==> src/rtl/ecc_pkg.sv <==
// ---------------------------------------------------------------------------
// ecc_pkg
// Shared definitions for the GF(2^163) arithmetic blocks (multiplier, squarer,
// ladder datapath).
//   ECC_M        : field degree
//   ECC_POLY_LOW : f(x) with the x^163 term removed (x^7 + x^6 + x^3 + 1),
//                  XORed in whenever a shift carries out of bit 162
//   n_iter()     : number of digit iterations for a given digit width
//   mult_state_t : multiplier control states
// ---------------------------------------------------------------------------
package ecc_pkg;

    localparam int ECC_M = 163;

    localparam logic [ECC_M-1:0] ECC_POLY_LOW = 163'hC9;

    // ceil(ECC_M / digit)
    function automatic int n_iter(input int digit);
        return (ECC_M + digit - 1) / digit;
    endfunction

    typedef enum logic [1:0] {
        IDLE = 2'd0,
        RUN  = 2'd1,
        DONE = 2'd2,
        HOLD = 2'd3
    } mult_state_t;

endpackage

==> src/rtl/gf2m_mulx.sv <==
// ---------------------------------------------------------------------------
// gf2m_mulx
// Combinational multiply-by-x in GF(2^163): o_v = i_v * x mod f(x).
// The bit shifted out of position 162 represents x^163, which is folded back
// as x^7 + x^6 + x^3 + 1.
//   i_v : 163-bit field element
//   o_v : 163-bit field element, i_v * x reduced
// ---------------------------------------------------------------------------
module gf2m_mulx
    import ecc_pkg::*;
(
    input  logic [ECC_M-1:0] i_v,
    output logic [ECC_M-1:0] o_v
);

    assign o_v = {i_v[ECC_M-2:0], 1'b0} ^ (i_v[ECC_M-1] ? ECC_POLY_LOW : '0);

endmodule

==> src/rtl/gf2m_digit_mult.sv <==
// ---------------------------------------------------------------------------
// gf2m_digit_mult
// Digit-serial multiplier over GF(2^163), f(x) = x^163 + x^7 + x^6 + x^3 + 1.
// Operand b is consumed DIGIT bits per cycle, most significant digit first.
//
// Handshake: m_start is a level request. It is sampled only in IDLE; the
// accept edge captures a and b. m_done is a one-cycle pulse marking p valid.
// After completion the block waits in HOLD until m_start is seen low, so a
// request that stays high through the done cycle never starts a second
// multiply.
//
// Ports
//   clk     : clock, rising edge
//   rst_n   : asynchronous active-low reset
//   m_start : multiply request (level)
//   a, b    : 163-bit operands, sampled on the accept edge only
//   p       : product a*b mod f; held until the next accept
//   m_done  : completion pulse, one cycle
// ---------------------------------------------------------------------------
module gf2m_digit_mult
    import ecc_pkg::*;
#(
    parameter int DIGIT = 4
) (
    input  logic             clk,
    input  logic             rst_n,
    input  logic             m_start,
    input  logic [ECC_M-1:0] a,
    input  logic [ECC_M-1:0] b,
    output logic [ECC_M-1:0] p,
    output logic             m_done
);

    localparam int N  = n_iter(DIGIT);
    localparam int NW = N * DIGIT;                 // b zero-extended width
    localparam int CW = (N > 1) ? $clog2(N) : 1;
    localparam logic [CW-1:0] CNT_LAST = CW'(N - 1);

    mult_state_t      r_state;
    logic [ECC_M-1:0] r_a;
    logic [NW-1:0]    r_b;
    logic [ECC_M-1:0] r_acc;
    logic [CW-1:0]    r_cnt;
    logic             r_done;

    logic [DIGIT-1:0] w_digit;
    logic [NW-1:0]    w_b_shl;
    logic [ECC_M-1:0] w_next;

    assign w_digit = r_b[NW-1 -: DIGIT];

    // When a single digit covers the whole padded operand there is nothing
    // left to shift in.
    if (NW > DIGIT) begin : g_bshift
        assign w_b_shl = {r_b[NW-DIGIT-1:0], {DIGIT{1'b0}}};
    end else begin : g_bclr
        assign w_b_shl = '0;
    end

    // Two parallel Horner chains, DIGIT stages each:
    //   sh chain: acc * x^DIGIT mod f
    //   ad chain: a * digit mod f, digit bits applied MSB first
    // Both stay within 163 bits at every stage, so no wide product exists.
    for (genvar i = 0; i < DIGIT; i++) begin : g_step
        logic [ECC_M-1:0] w_sh_in;
        logic [ECC_M-1:0] w_sh_out;
        logic [ECC_M-1:0] w_ad_in;
        logic [ECC_M-1:0] w_ad_x;
        logic [ECC_M-1:0] w_ad_out;

        if (i == 0) begin : g_first
            assign w_sh_in = r_acc;
            assign w_ad_in = '0;
        end else begin : g_link
            assign w_sh_in = g_step[i-1].w_sh_out;
            assign w_ad_in = g_step[i-1].w_ad_out;
        end

        gf2m_mulx u_mulx_sh (
            .i_v (w_sh_in),
            .o_v (w_sh_out)
        );

        gf2m_mulx u_mulx_ad (
            .i_v (w_ad_in),
            .o_v (w_ad_x)
        );

        assign w_ad_out = w_ad_x ^ (r_a & {ECC_M{w_digit[DIGIT-1-i]}});
    end

    assign w_next = g_step[DIGIT-1].w_sh_out ^ g_step[DIGIT-1].w_ad_out;

    // Control and datapath registers. r_cnt holds the number of iterations
    // still to run after the current one, so cnt = 0 marks the last one.
    always_ff @(posedge clk or negedge rst_n) begin
        if (!rst_n) begin
            r_state <= IDLE;
            r_a     <= '0;
            r_b     <= '0;
            r_acc   <= '0;
            r_cnt   <= '0;
            r_done  <= 1'b0;
        end else begin
            case (r_state)
                IDLE: begin
                    r_done <= 1'b0;
                    if (m_start) begin
                        r_a     <= a;
                        r_b     <= NW'(b);
                        r_acc   <= '0;
                        r_cnt   <= CNT_LAST;
                        r_state <= RUN;
                    end
                end
                RUN: begin
                    r_acc <= w_next;
                    r_b   <= w_b_shl;
                    if (r_cnt == '0) begin
                        r_done  <= 1'b1;
                        r_state <= DONE;
                    end else begin
                        r_cnt <= r_cnt - CW'(1);
                    end
                end
                DONE: begin
                    r_done  <= 1'b0;
                    r_state <= HOLD;
                end
                HOLD: begin
                    r_done <= 1'b0;
                    if (!m_start) begin
                        r_state <= IDLE;
                    end
                end
                default: begin
                    r_done  <= 1'b0;
                    r_state <= IDLE;
                end
            endcase
        end
    end

    assign p      = r_acc;
    assign m_done = r_done;

endmodule

==> config.mk <==
export PLATFORM = sky130hd
export DESIGN_NAME = gf2m_digit_mult
export DESIGN_NICKNAME = d
export VERILOG_FILES = /design/src/rtl/ecc_pkg.sv /design/src/rtl/gf2m_mulx.sv /design/src/rtl/gf2m_digit_mult.sv
export SDC_FILE = /design/constraint.sdc
export NUM_CORES = 2
export LEC_CHECK = 0
export ABC_CLOCK_PERIOD_IN_PS = 2600
export CAP_MARGIN = 15
export CORE_ASPECT_RATIO = 0.5
export CORE_UTILIZATION = 50
export DETAILED_ROUTE_END_ITERATION = 12
export DONT_BUFFER_PORTS = 1
export GPL_ROUTABILITY_DRIVEN = 0
export GPL_TIMING_DRIVEN = 0
export PLACE_DENSITY = 0.76
export RECOVER_POWER = 50
export SLEW_MARGIN = 20
export SYNTH_ARGS = -nofsm -noshare
export SYNTH_HDL_FRONTEND = slang
export SYNTH_SLANG_ARGS = --single-unit
==> constraint.sdc <==
create_clock -name clk -period 2.6 [get_ports clk]
set_input_delay 0.78 -clock clk [delete_from_list [all_inputs] [get_ports clk]]
set_output_delay 0.78 -clock clk [all_outputs]
set_load 0.03 [all_outputs]
==> metrics.txt <==
status=finished with violations; failing checks=negative hold slack; sum of routed wire length over all layers=75.9 mm; worst clock skew on the final layout=0.0336 ns; routed via count=22,100; crit start category=flop; root cell of the clock tree=sky130_fd_sc_hd__clkbuf_16; global-route total usage across every layer=0.256; worst vdd ir=697 µV; Post-Syn Instances=3,211; Final Max Tran Viols=0; row count=61; growth of design area from synthesis to finish=9.52%; latest clock arrival within the worst-skew pair=0.60 ns; post-layout minimum cycle time=2.44 ns; critical path class=flop to flop; drt via density=5.43; number of top-level pins=493; TritonCTS sink count=499; Worst EP arrival=2.89 ns; total CTS buffers=48; Post-Syn Nets=3,547; largest driver fanout on the critical path=10; Routed WL per cell=18.6 µm; initial antenna violation count=21; sequential share of the synthesized area=0.439; mean post-synth cell area=8.85 µm²; global-route wire length before repair=118 mm; number of design-rule violations left by the first detailed-router iteration=1,431; fraction of registers with async set/reset=1.00; maximum frequency from static timing analysis=410 MHz; worst path required time=3.05 ns; count of TritonRoute iterations in the first routing pass=5; Final nets=3,598; max_cap viols=0; H-tree depth reported by CTS=2; ys flop type=sky130_fd_sc_hd__dfrtp_1; classification of the worst-slack hold path=primary input to asynchronous set/reset pin; number of enable-type register cells in the synthesized netlist=0; share of cells above drive strength 1=0.0612; detailed placement HPWL=54.6 mm; kind of end point of the critical path=flop; width of the die=339 µm; clock transition at the registers of the reported paths=0.06 ns; count of buffers inserted at the top-level ports=0; fill cell instance count of the final layout=4,912; remaining routing DRC violations=0; endpoints failing setup=0; vertical die dimension=171 µm; unrepaired setup endpoints after global routing=false; static leakage=13.7 nW; Total Power=53.3 mW; final hold slack=-0.0968 ns; maximum number of pins on one net before global-route repair=500; worst-case headroom to the max-slew limit=0.393; via count of the first global-routing pass=21,700; grt ovf=0; top library cells by usage in the layout, fill and taps aside=1,150 x sky130_fd_sc_hd__nand2_1, 499 x sky130_fd_sc_hd__dfrtp_1, 338 x sky130_fd_sc_hd__xnor2_1, 320 x sky130_fd_sc_hd__xor2_1, 166 x sky130_fd_sc_hd__a21oi_1; synthesis-stage register bit count=499; Die Outline Area=57,900 µm²; remaining antenna violation count after routing=0; Synth cell types=33; Yosys warning count=0; Layout Utilization=0.557; Power Dens Cells=1710 nW/µm²; core box area=55,900 µm²; starting density of the core=0.509; worst slew pin tran=0.911 ns; most frequent standard cell in the layout excluding fill and tap cells=sky130_fd_sc_hd__nand2_1; number of buffers between clock root and the deepest sink=3; ratio of final minimum period to clock period=0.938; final-report hold violation count=193; Mapped Area=28,400 µm²; CTS tree=built
-- sequential cells by signal, indices dropped and copies added (netlist names) --
signal / cells
r_cnt: 6
p: 163
m_done: 1
r_a: 163
r_state: 2
r_b: 164
-- kinds of logic after synthesis --
kind of cell | after synthesis | synth area share
AOI/OAI and AO/OA | 344 | 0.0833
xor gates and xnor gates | 665 | 0.208
adders and majority gates | 7 | 0.00308
buffers and inverters | 208 | 0.0325
DFF | 499 | 0.439
muxes | 162 | 0.0572
and+or+nand+nor | 1326 | 0.176
-- path summary, 6_finish.rpt --
kind	start	end	slack, ns	cells past startpoint
worst max-delay path	r_b[161]	p[158]	0.16	7
worst min-delay path	rst_n	p[81]	-0.1	0
worst max register to register	r_b[161]	p[158]	0.16	7
worst min register to register	r_b[159]	r_b[163]	0.52	1
max in group asynchronous	rst_n	r_b[19]	2.01	0
min in group clk	a[101]	r_a[101]	0.29	2
-- what timing repair did --
item	4_1_cts	5_1_grt
endpoints found under the setup margin	164	299
resized for setup	3	19
buffers inserted	1	0
hold endpoints to repair	499	313
pin swaps	1	0
-- through the flow --
step	TNS, ns	setup WS (ns)	hold slack, ns	instance area (µm²)	cells
after floorplan	0	0.661	0.463	28400	3211
after global placement	-57.89	-0.309	0.493	29400	3967
after detailed placement	-44.34	-0.372	0.500	29400	3967
after CTS	0	0.0164	-0.138	31100	4056
after global routing	0	0.00309	-0.123	31100	4069
final	0	0.162	-0.0968	31100	4072
-- power breakdown --
part	total, mW	internal (mW)	switching (mW)
clock	7.66	4.43	3.23
combinational	27.8	13.1	14.7
sequential	17.8	11.5	6.37
-- layout make-up --
class | count | area [µm²] | area share
multi-input cells | 2504 | 15000 | 0.482
flip-flops and latches | 499 | 12500 | 0.401
clock buffers | 66 | 1380 | 0.0443
well taps | 756 | 946 | 0.0304
plain buffers | 203 | 922 | 0.0296
clock inverters | 22 | 312 | 0.0100
diodes | 16 | 40.0 | 0.00129
inverters | 5 | 18.8 | 0.000603
repair buffers | 1 | 7.51 | 0.000241
-- layer usage --
metal | vias to the layer above | track usage | routed length [µm]
met1 | 10700 | 0.306 | 29700
li1 | 10400 | - | -
met5 | - | 0 | 29
met3 | 277 | 0.0531 | 4430
met2 | 719 | 0.425 | 36300
met4 | 4 | 0.167 | 5470
-- worst max-delay path: stages (launching register included) --
cell                       delay [ns]
sky130_fd_sc_hd__dfrtp_1         0.36
sky130_fd_sc_hd__buf_2           0.22
sky130_fd_sc_hd__clkbuf_1        0.71
sky130_fd_sc_hd__buf_2           0.36
sky130_fd_sc_hd__nand2_1         0.09
sky130_fd_sc_hd__xor2_1          0.15
sky130_fd_sc_hd__xnor2_1         0.17
sky130_fd_sc_hd__a22o_1          0.23
-- Yosys cell counts, drive strengths merged (2+ instances only) --
| library cell | n | area [µm²] |
|---|---|---|
| nand2 | 1151 | 4320 |
| dfrtp | 499 | 12500 |
| xnor2 | 339 | 2980 |
| xor2 | 320 | 2800 |
| a21oi | 166 | 831 |
| a22o | 163 | 1430 |
| nor2 | 163 | 614 |
| mux2i | 159 | 1590 |
| buf | 112 | 564 |
| clkbuf | 91 | 342 |
| ha | 7 | 87.6 |
| o21ai | 6 | 30.0 |
| xnor3 | 6 | 135 |
| nor2b | 5 | 31.3 |
| nor3 | 5 | 30.0 |
| inv | 4 | 15.0 |
| mux2 | 3 | 33.8 |
| o22ai | 2 | 12.5 |
| o31ai | 2 | 15.0 |
Note: power is estimated with default switching activity, not from simulation.
